===== src/rtl/sram_ctrl_pkg.sv =====
// Shared types and sizes for the SRAM burst controller.
// Word address is split into an 11-bit row (RA) and a 4-bit column (CA).
package sram_ctrl_pkg;

  localparam int unsigned ADDRESSSIZE = 15;
  localparam int unsigned WORDSIZE    = 96;
  localparam int unsigned LENSIZE     = 4;
  localparam int unsigned RA_W        = 11;
  localparam int unsigned CA_W        = 4;

  typedef enum logic [1:0] {
    StIdle,
    StWrite,
    StRead
  } state_e;

  typedef struct packed {
    logic [WORDSIZE-1:0] data;
    logic                last;
  } rd_entry_t;

endpackage


===== src/rtl/sram_burst_ctrl_if.sv =====
// Client-side handshake bundle of the SRAM burst controller.
// master = client (datapath), slave = controller.
interface sram_burst_ctrl_if;
  import sram_ctrl_pkg::*;

  logic                   iReqValid;
  logic                   oReqReady;
  logic                   iReqWrite;
  logic [ADDRESSSIZE-1:0] iReqAddr;
  logic [LENSIZE-1:0]     iReqLen;
  logic                   iWrValid;
  logic                   oWrReady;
  logic [WORDSIZE-1:0]    iWrData;
  logic                   oRdValid;
  logic                   iRdReady;
  logic [WORDSIZE-1:0]    oRdData;
  logic                   oRdLast;
  logic                   oBusy;

  modport master (
    output iReqValid, iReqWrite, iReqAddr, iReqLen, iWrValid, iWrData, iRdReady,
    input  oReqReady, oWrReady, oRdValid, oRdData, oRdLast, oBusy
  );

  modport slave (
    input  iReqValid, iReqWrite, iReqAddr, iReqLen, iWrValid, iWrData, iRdReady,
    output oReqReady, oWrReady, oRdValid, oRdData, oRdLast, oBusy
  );

endinterface


===== src/rtl/sram_rd_fifo.sv =====
// Read-return FIFO: Depth entries of {data, last}, show-ahead head, occupancy count.
// Storage is reset too, so the head reads as zero straight after reset.
module sram_rd_fifo
  import sram_ctrl_pkg::*;
#(
  parameter int unsigned Depth = 4
) (
  input  logic                       iClk,
  input  logic                       iReset,
  input  logic                       push_i,
  input  rd_entry_t                  push_data_i,
  input  logic                       pop_i,
  output rd_entry_t                  head_o,
  output logic [$clog2(Depth):0]     count_o
);

  localparam int unsigned PtrW = $clog2(Depth);
  localparam int unsigned CntW = PtrW + 1;

  rd_entry_t           mem_q [Depth];
  logic [PtrW-1:0]     wr_ptr_q, wr_ptr_d;
  logic [PtrW-1:0]     rd_ptr_q, rd_ptr_d;
  logic [CntW-1:0]     count_q, count_d;
  logic                push_ok, pop_ok;

  assign push_ok = push_i && (count_q < CntW'(Depth));
  assign pop_ok  = pop_i && (count_q != '0);

  always_comb begin
    wr_ptr_d = wr_ptr_q;
    rd_ptr_d = rd_ptr_q;
    count_d  = count_q;
    if (push_ok) wr_ptr_d = wr_ptr_q + PtrW'(1);
    if (pop_ok)  rd_ptr_d = rd_ptr_q + PtrW'(1);
    if (push_ok && !pop_ok) begin
      count_d = count_q + CntW'(1);
    end else if (!push_ok && pop_ok) begin
      count_d = count_q - CntW'(1);
    end
  end

  always_ff @(posedge iClk or posedge iReset) begin
    if (iReset) begin
      for (int i = 0; i < int'(Depth); i++) mem_q[i] <= '0;
      wr_ptr_q <= '0;
      rd_ptr_q <= '0;
      count_q  <= '0;
    end else begin
      if (push_ok) mem_q[wr_ptr_q] <= push_data_i;
      wr_ptr_q <= wr_ptr_d;
      rd_ptr_q <= rd_ptr_d;
      count_q  <= count_d;
    end
  end

  assign head_o  = mem_q[rd_ptr_q];
  assign count_o = count_q;

endmodule


===== src/rtl/sram_burst_ctrl.sv =====
// Burst controller for a 32768x96 single-port SRAM with registered read data.
// Optional beat statistics are built when SRAM_CTRL_STATS_EN is defined.
module sram_burst_ctrl
  import sram_ctrl_pkg::*;
#(
  parameter int unsigned RDFIFO_DEPTH = 4
) (
  input  logic                iClk,
  input  logic                iReset,
  sram_burst_ctrl_if.slave    bus,
  output logic                oNCE,
  output logic                oNWRT,
  output logic [RA_W-1:0]     oRA,
  output logic [CA_W-1:0]     oCA,
  output logic [WORDSIZE-1:0] oDIN,
  input  logic [WORDSIZE-1:0] iDO,
  output logic [15:0]         oWrBeatCnt,
  output logic [15:0]         oRdBeatCnt
);

  localparam int unsigned CntW = $clog2(RDFIFO_DEPTH) + 1;

  state_e                 state_q, state_d;
  logic [ADDRESSSIZE-1:0] addr_q, addr_d;
  logic [LENSIZE-1:0]     rem_q, rem_d;
  logic                   nce_q, nce_d;
  logic                   nwrt_q, nwrt_d;
  logic [RA_W-1:0]        ra_q, ra_d;
  logic [CA_W-1:0]        ca_q, ca_d;
  logic [WORDSIZE-1:0]    din_q, din_d;
  logic                   tag1_vld_q, tag1_vld_d, tag1_last_q, tag1_last_d;
  logic                   tag2_vld_q, tag2_vld_d, tag2_last_q, tag2_last_d;

  logic                   req_fire;
  logic                   fifo_pop;
  logic [CntW-1:0]        fifo_count;
  rd_entry_t              fifo_head;
  rd_entry_t              fifo_push_data;
  logic [1:0]             inflight;
  logic [CntW:0]          occupancy;
  logic                   credit;

  assign req_fire = bus.iReqValid && (state_q == StIdle);
  assign inflight = {1'b0, tag1_vld_q} + {1'b0, tag2_vld_q};
  // Beats already issued count against FIFO space so a capture never finds it full.
  assign occupancy = {1'b0, fifo_count} + (CntW+1)'(inflight);
  assign credit    = occupancy < (CntW+1)'(RDFIFO_DEPTH);

  always_comb begin
    state_d     = state_q;
    addr_d      = addr_q;
    rem_d       = rem_q;
    nce_d       = 1'b1;
    nwrt_d      = 1'b1;
    ra_d        = ra_q;
    ca_d        = ca_q;
    din_d       = din_q;
    tag1_vld_d  = 1'b0;
    tag1_last_d = 1'b0;
    tag2_vld_d  = tag1_vld_q;
    tag2_last_d = tag1_last_q;
    unique case (state_q)
      StIdle: begin
        if (req_fire) begin
          addr_d  = bus.iReqAddr;
          rem_d   = bus.iReqLen;
          state_d = bus.iReqWrite ? StWrite : StRead;
        end
      end
      StWrite: begin
        if (bus.iWrValid) begin
          nce_d        = 1'b0;
          nwrt_d       = 1'b0;
          {ra_d, ca_d} = addr_q;
          din_d        = bus.iWrData;
          addr_d       = addr_q + ADDRESSSIZE'(1);
          rem_d        = rem_q - LENSIZE'(1);
          if (rem_q == '0) state_d = StIdle;
        end
      end
      StRead: begin
        if (credit) begin
          nce_d        = 1'b0;
          {ra_d, ca_d} = addr_q;
          tag1_vld_d   = 1'b1;
          tag1_last_d  = (rem_q == '0);
          addr_d       = addr_q + ADDRESSSIZE'(1);
          rem_d        = rem_q - LENSIZE'(1);
          if (rem_q == '0) state_d = StIdle;
        end
      end
      default: state_d = StIdle;
    endcase
  end

  always_ff @(posedge iClk or posedge iReset) begin
    if (iReset) begin
      state_q     <= StIdle;
      addr_q      <= '0;
      rem_q       <= '0;
      nce_q       <= 1'b1;
      nwrt_q      <= 1'b1;
      ra_q        <= '0;
      ca_q        <= '0;
      din_q       <= '0;
      tag1_vld_q  <= 1'b0;
      tag1_last_q <= 1'b0;
      tag2_vld_q  <= 1'b0;
      tag2_last_q <= 1'b0;
    end else begin
      state_q     <= state_d;
      addr_q      <= addr_d;
      rem_q       <= rem_d;
      nce_q       <= nce_d;
      nwrt_q      <= nwrt_d;
      ra_q        <= ra_d;
      ca_q        <= ca_d;
      din_q       <= din_d;
      tag1_vld_q  <= tag1_vld_d;
      tag1_last_q <= tag1_last_d;
      tag2_vld_q  <= tag2_vld_d;
      tag2_last_q <= tag2_last_d;
    end
  end

  // Stage 2 lines up with the SRAM's registered output for that beat.
  assign fifo_push_data.data = iDO;
  assign fifo_push_data.last = tag2_last_q;
  assign fifo_pop            = bus.oRdValid && bus.iRdReady;

  sram_rd_fifo #(
    .Depth (RDFIFO_DEPTH)
  ) u_rd_fifo (
    .iClk        (iClk),
    .iReset      (iReset),
    .push_i      (tag2_vld_q),
    .push_data_i (fifo_push_data),
    .pop_i       (fifo_pop),
    .head_o      (fifo_head),
    .count_o     (fifo_count)
  );

  assign bus.oReqReady = (state_q == StIdle);
  assign bus.oWrReady  = (state_q == StWrite);
  assign bus.oRdValid  = (fifo_count != '0);
  assign bus.oRdData   = fifo_head.data;
  assign bus.oRdLast   = fifo_head.last;
  assign bus.oBusy     = (state_q != StIdle) || (inflight != 2'd0) || (fifo_count != '0);

  assign oNCE  = nce_q;
  assign oNWRT = nwrt_q;
  assign oRA   = ra_q;
  assign oCA   = ca_q;
  assign oDIN  = din_q;

`ifdef SRAM_CTRL_STATS_EN
  logic        wr_beat;
  logic [15:0] wr_cnt_q, wr_cnt_d;
  logic [15:0] rd_cnt_q, rd_cnt_d;

  assign wr_beat = (state_q == StWrite) && bus.iWrValid;

  always_comb begin
    wr_cnt_d = wr_cnt_q + {15'd0, wr_beat};
    rd_cnt_d = rd_cnt_q + {15'd0, fifo_pop};
  end

  always_ff @(posedge iClk or posedge iReset) begin
    if (iReset) begin
      wr_cnt_q <= '0;
      rd_cnt_q <= '0;
    end else begin
      wr_cnt_q <= wr_cnt_d;
      rd_cnt_q <= rd_cnt_d;
    end
  end

  assign oWrBeatCnt = wr_cnt_q;
  assign oRdBeatCnt = rd_cnt_q;
`else
  assign oWrBeatCnt = '0;
  assign oRdBeatCnt = '0;
`endif

endmodule


===== src/flat_wrapper.sv =====
// flat-port wrapper written by rule: the top's interface ports become plain ports
module sram_burst_ctrl_flat import sram_ctrl_pkg::*;
#(
  parameter int unsigned RDFIFO_DEPTH = 4
)
  (iClk, iReset, oNCE, oNWRT, oRA, oCA, oDIN, iDO, oWrBeatCnt, oRdBeatCnt, bus_iReqValid, bus_iReqWrite, bus_iReqAddr, bus_iReqLen, bus_iWrValid, bus_iWrData, bus_iRdReady, bus_oReqReady, bus_oWrReady, bus_oRdValid, bus_oRdData, bus_oRdLast, bus_oBusy);
  sram_burst_ctrl_if bus_i ();
  input  logic iClk;
  input  logic iReset;
  output logic oNCE;
  output logic oNWRT;
  output logic [RA_W-1:0] oRA;
  output logic [CA_W-1:0] oCA;
  output logic [WORDSIZE-1:0] oDIN;
  input  logic [WORDSIZE-1:0] iDO;
  output logic [15:0] oWrBeatCnt;
  output logic [15:0] oRdBeatCnt;
  input wire logic [$bits(bus_i.iReqValid)-1:0] bus_iReqValid;
  input wire logic [$bits(bus_i.iReqWrite)-1:0] bus_iReqWrite;
  input wire logic [$bits(bus_i.iReqAddr)-1:0] bus_iReqAddr;
  input wire logic [$bits(bus_i.iReqLen)-1:0] bus_iReqLen;
  input wire logic [$bits(bus_i.iWrValid)-1:0] bus_iWrValid;
  input wire logic [$bits(bus_i.iWrData)-1:0] bus_iWrData;
  input wire logic [$bits(bus_i.iRdReady)-1:0] bus_iRdReady;
  output wire logic [$bits(bus_i.oReqReady)-1:0] bus_oReqReady;
  output wire logic [$bits(bus_i.oWrReady)-1:0] bus_oWrReady;
  output wire logic [$bits(bus_i.oRdValid)-1:0] bus_oRdValid;
  output wire logic [$bits(bus_i.oRdData)-1:0] bus_oRdData;
  output wire logic [$bits(bus_i.oRdLast)-1:0] bus_oRdLast;
  output wire logic [$bits(bus_i.oBusy)-1:0] bus_oBusy;
  assign bus_i.iReqValid = bus_iReqValid;
  assign bus_i.iReqWrite = bus_iReqWrite;
  assign bus_i.iReqAddr = bus_iReqAddr;
  assign bus_i.iReqLen = bus_iReqLen;
  assign bus_i.iWrValid = bus_iWrValid;
  assign bus_i.iWrData = bus_iWrData;
  assign bus_i.iRdReady = bus_iRdReady;
  assign bus_oReqReady = bus_i.oReqReady;
  assign bus_oWrReady = bus_i.oWrReady;
  assign bus_oRdValid = bus_i.oRdValid;
  assign bus_oRdData = bus_i.oRdData;
  assign bus_oRdLast = bus_i.oRdLast;
  assign bus_oBusy = bus_i.oBusy;
  sram_burst_ctrl #(.RDFIFO_DEPTH(RDFIFO_DEPTH)) u_core (.iClk(iClk), .iReset(iReset), .bus(bus_i), .oNCE(oNCE), .oNWRT(oNWRT), .oRA(oRA), .oCA(oCA), .oDIN(oDIN), .iDO(iDO), .oWrBeatCnt(oWrBeatCnt), .oRdBeatCnt(oRdBeatCnt));
endmodule

===== config.mk =====
export PLATFORM = sky130hd
export DESIGN_NAME = sram_burst_ctrl_flat
export DESIGN_NICKNAME = d
export VERILOG_FILES = /design/src/rtl/sram_ctrl_pkg.sv /design/src/rtl/sram_burst_ctrl_if.sv /design/src/rtl/sram_rd_fifo.sv /design/src/rtl/sram_burst_ctrl.sv /design/src/flat_wrapper.sv
export SDC_FILE = /design/constraint.sdc
export NUM_CORES = 1
export LEC_CHECK = 0
export ABC_CLOCK_PERIOD_IN_PS = 33800
export BUFFER_PORTS_ARGS = -buffer_cell sky130_fd_sc_hd__clkbuf_2
export CORE_ASPECT_RATIO = 0.7
export CORE_UTILIZATION = 35
export DETAILED_ROUTE_END_ITERATION = 6
export GPL_TIMING_DRIVEN = 0
export PLACE_DENSITY_LB_ADDON = 0.05
export SYNTH_ARGS = -nofsm -noshare
export SYNTH_HDL_FRONTEND = slang
export SYNTH_SLANG_ARGS = --single-unit
export TNS_END_PERCENT = 10

===== constraint.sdc =====
create_clock -name iClk -period 33.8 [get_ports iClk]
set_input_delay 1.69 -clock iClk [delete_from_list [all_inputs] [get_ports iClk]]
set_output_delay 1.69 -clock iClk [all_outputs]
set_load 0.02 [all_outputs]

==> results.py <==
metrics = {
    "status": {
        "outcome": "completed",
    },
    "grt": {
        "first_global_vias": 14849,
        "grt_pass1_wl_um": 90100,
        "grtUsageTotal_pct": 17.5,
        "antenna_found_initial": 5,
        "gr-total-overflow": 0,
        "grt_max_degree": 129,
    },
    "clocking": {
        "ctsHoldBuffers": 0,
        "clkLatencyLatePin_ps": 620,
        "h-tree-depth": 2,
        "cts_setup_buffers": 0,
        "cts.sinks": 533,
        "cts_buffer_depth": 3,
        "cts_root_buffer": "clkbuf_16",
        "cts.repair.resized": 0,
        "tritoncts": "yes",
        "cts_made_buffers": 57,
        "clk_pin_slew_ps": 60,
    },
    "setup_path": {
        "worstPathRequired_ps": 32110,
        "worst-path-max-fanout": 10,
        "critPathMaxStageDelay_ps": 530,
        "slowest_stage": "clkbuf_1",
        "crit_path_frequent_cell": "buf_2",
        "r2r_cells": 7,
        "r2r_slack_ps": 31530,
        "critPathCaptureType": "primary output",
        "path_cells": "clkbuf_1 -> buf_2 -> buf_2 -> mux4_2 -> clkbuf_2",
        "worstSetupStartpointType": "register",
        "r2r_end": "u_core.addr_q[5]",
        "rr_startpoint": "u_core.state_q[0]",
        "setup.worst_path.class": "register to primary output",
        "arrival_ps": 2900,
    },
    "sta": {
        "skew_ps": 22.0,
        "max_freq_mhz": 218,
        "period_minus_slack_ps": 4590,
        "tightest_slew_ps": 790,
        "fin_setup_tns_ps": 0,
        "maxSlewHeadroom_pct": 47.4,
        "rsz0062_at_grt": "no",
        "hold_violations": 0,
        "final-setup-viol-count": 0,
        "final-max-slew-violation-count": 0,
        "finalCritPeriodShare_pct": 13.6,
    },
    "yosys": {
        "synth_edf_count": 0,
        "yosysTopAreaCellShare_pct": 57.5,
        "ys_ff_latch": 533,
        "syn_area_per_cell_um2": 16.2,
        "syn-cell-area_um2": 23100,
        "synth_seq_area_share_pct": 57.8,
        "synthTopCellsByArea": "dfrtp_1, mux2_2, mux4_2, buf_4, buf_2",
        "ys.flop_type": "dfrtp_1",
        "yosys_warnings": 0,
        "synth_cell_types": 55,
        "synthArstFlopShare_pct": 100,
        "synth_area_leader_cell": "dfrtp_1",
        "syn_inst": 1424,
    },
    "routing": {
        "via_count": 13865,
        "first_pass_iters": 4,
        "drtAntennaViolNets": 0,
        "routed_wl_um": 57800,
        "avgViaCountPerCell": 4.83,
        "drt_iter0_drc": 617,
        "wl_per_cell_um": 20.1,
        "drcViolationCount": 0,
    },
    "floorplan": {
        "pin_count": 463,
        "die_h_um": 217,
        "dieArea_um2": 67000,
        "start_util_pct": 35.5,
        "fp-row-count": 78,
        "core_area_um2": 65000,
        "die_x_um": 309,
    },
    "hold_path": {
        "hold_path_end": "u_core.tag2_vld_q",
        "min_from": "u_core.tag1_vld_q",
        "hold_depth": 0,
        "hp-class": "register to register",
    },
    "placed_design": {
        "place.gp.congestion": 0.765,
        "io_buffers": 430,
        "dp_hpwl_um": 40200,
        "placed_cells": 2769,
    },
    "cells_and_area": {
        "final_nets": 2180,
        "layout-drive-gt1-share_pct": 62.2,
        "areaGrowthSynthToFinish_pct": 23.2,
        "mostFrequentLayoutCell": "dfrtp_1",
        "layout.cells.non_filler": 2871,
        "layout_common_cells": "dfrtp_1, mux2_2, clkbuf_2, mux4_2, clkbuf_16",
    },
    "power_and_ir_drop": {
        "ir_worst_vdd_mv": 0.0512,
        "power_per_cell_area_nw_per_um2": 108,
        "p_leak_uw": 0.0129,
    },
    "flow_run": {
        "drv_cap": 0,
    },
}
## through the flow
stage / setup slack (ps) / util [%] / cell area (µm²) / hold WS, ps / total power, µW
floorplan: 17220 / - / 23200 / 331 / 2060
global placement: 10960 / 40.7 / 26500 / 390 / 2460
detailed placement: 29710 / 40.9 / 26600 / 393 / 2490
CTS: 29010 / 43.8 / 28500 / 409 / 3140
global route: 29010 / 43.8 / 28500 / 428 / 3280
finish: 29210 / 43.8 / 28500 / 403 / 3090
## logic make-up (layout without fill, tap and decap cells)
kind of cell / after synthesis / in the layout / share of synthesized area, %
other: 1 / 34 / 0.0162
flip-flops: 533 / 533 / 57.8
XOR/XNOR: 6 / 6 / 0.228
AO/OA/AOI/OAI: 43 / 43 / 1.54
multiplexers: 600 / 600 / 34.1
adder cells (fa/ha/maj): 15 / 15 / 0.845
AND/OR/NAND/NOR: 88 / 88 / 2.06
buffers and inverters: 138 / 672 / 3.45
## worst max-delay path by stage
stage / to / depth (start not counted) / slack [ps] / startpoint
after floorplan: u_core.addr_q[0] / 1 / 17220 / iReset
after global placement: u_core.u_rd_fifo.mem_q[211] / 2 / 10960 / iReset
after detailed placement: bus_oRdData[54] / 5 / 29710 / u_core.u_rd_fifo.rd_ptr_q[1]
after CTS: bus_oRdData[54] / 5 / 29010 / u_core.u_rd_fifo.rd_ptr_q[1]
after global routing: bus_oRdData[54] / 5 / 29010 / u_core.u_rd_fifo.rd_ptr_q[1]
final: bus_oRdData[54] / 5 / 29210 / u_core.u_rd_fifo.rd_ptr_q[1]
## worst max-delay path, delay by kind of cell, from the launching register on
family,cells,cell delay [ps]
mux,1,370
flops,1,320
buf+inv,4,1600
## cells in the mapped netlist, types with 4 or more instances
master,n
dfrtp_1,531
mux2_2,491
mux4_2,97
buf_2,47
buf_4,42
nand2_1,23
inv_1,19
clkbuf_1,15
ha_1,14
nand3_1,11
nor3_1,11
mux2_4,9
buf_6,8
nor2_1,8
nor4_1,7
o21ai_0,7
buf_1,6
nand2_2,5
nand4_1,5
o221a_2,5
and3_1,4
nand2b_1,4
xnor2_1,4
## where the power goes
group / switching [µW] / leakage (µW) / internal [µW] / total, µW
Combinational: 684 / 0.00568 / 640 / 1320
Sequential: 163 / 0.00625 / 965 / 1130
Clock: 260 / 0.000928 / 373 / 633
Total: 1110 / 0.0129 / 1980 / 3090
## sequential cells by signal, indices dropped and copies added (netlist names), 2 cells and up
name	cells
u_core.u_rd_fifo.wr_ptr_q	2
u_core.oRA	11
u_core.u_rd_fifo.count_o	3
u_core.oDIN	96
u_core.u_rd_fifo.mem_q	388
u_core.u_rd_fifo.rd_ptr_q	2
u_core.rem_q	4
u_core.state_q	2
u_core.oCA	4
u_core.addr_q	15
## layer usage
layer	vias up	GRT usage (%)	wire length, µm
met4	6	4.50	1130
met2	287	28.4	28000
li1	6270	-	-
met3	77	4.22	3130
met1	7225	23.4	25500
met5	-	0	38
## final cells by class
class / count / area (µm²)
Inverter: 19 / 78.8
Antenna cell: 2 / 5.00
Multi-Input combinational cell: 784 / 9080
Timing Repair Buffer: 434 / 2260
Sequential cell: 533 / 13300
Clock inverter: 22 / 248
Tap cell: 880 / 1100
Clock buffer: 78 / 1630
Buffer: 119 / 724
Fill cell: 6004 / 36500
Power figures use the tool's default switching activity.
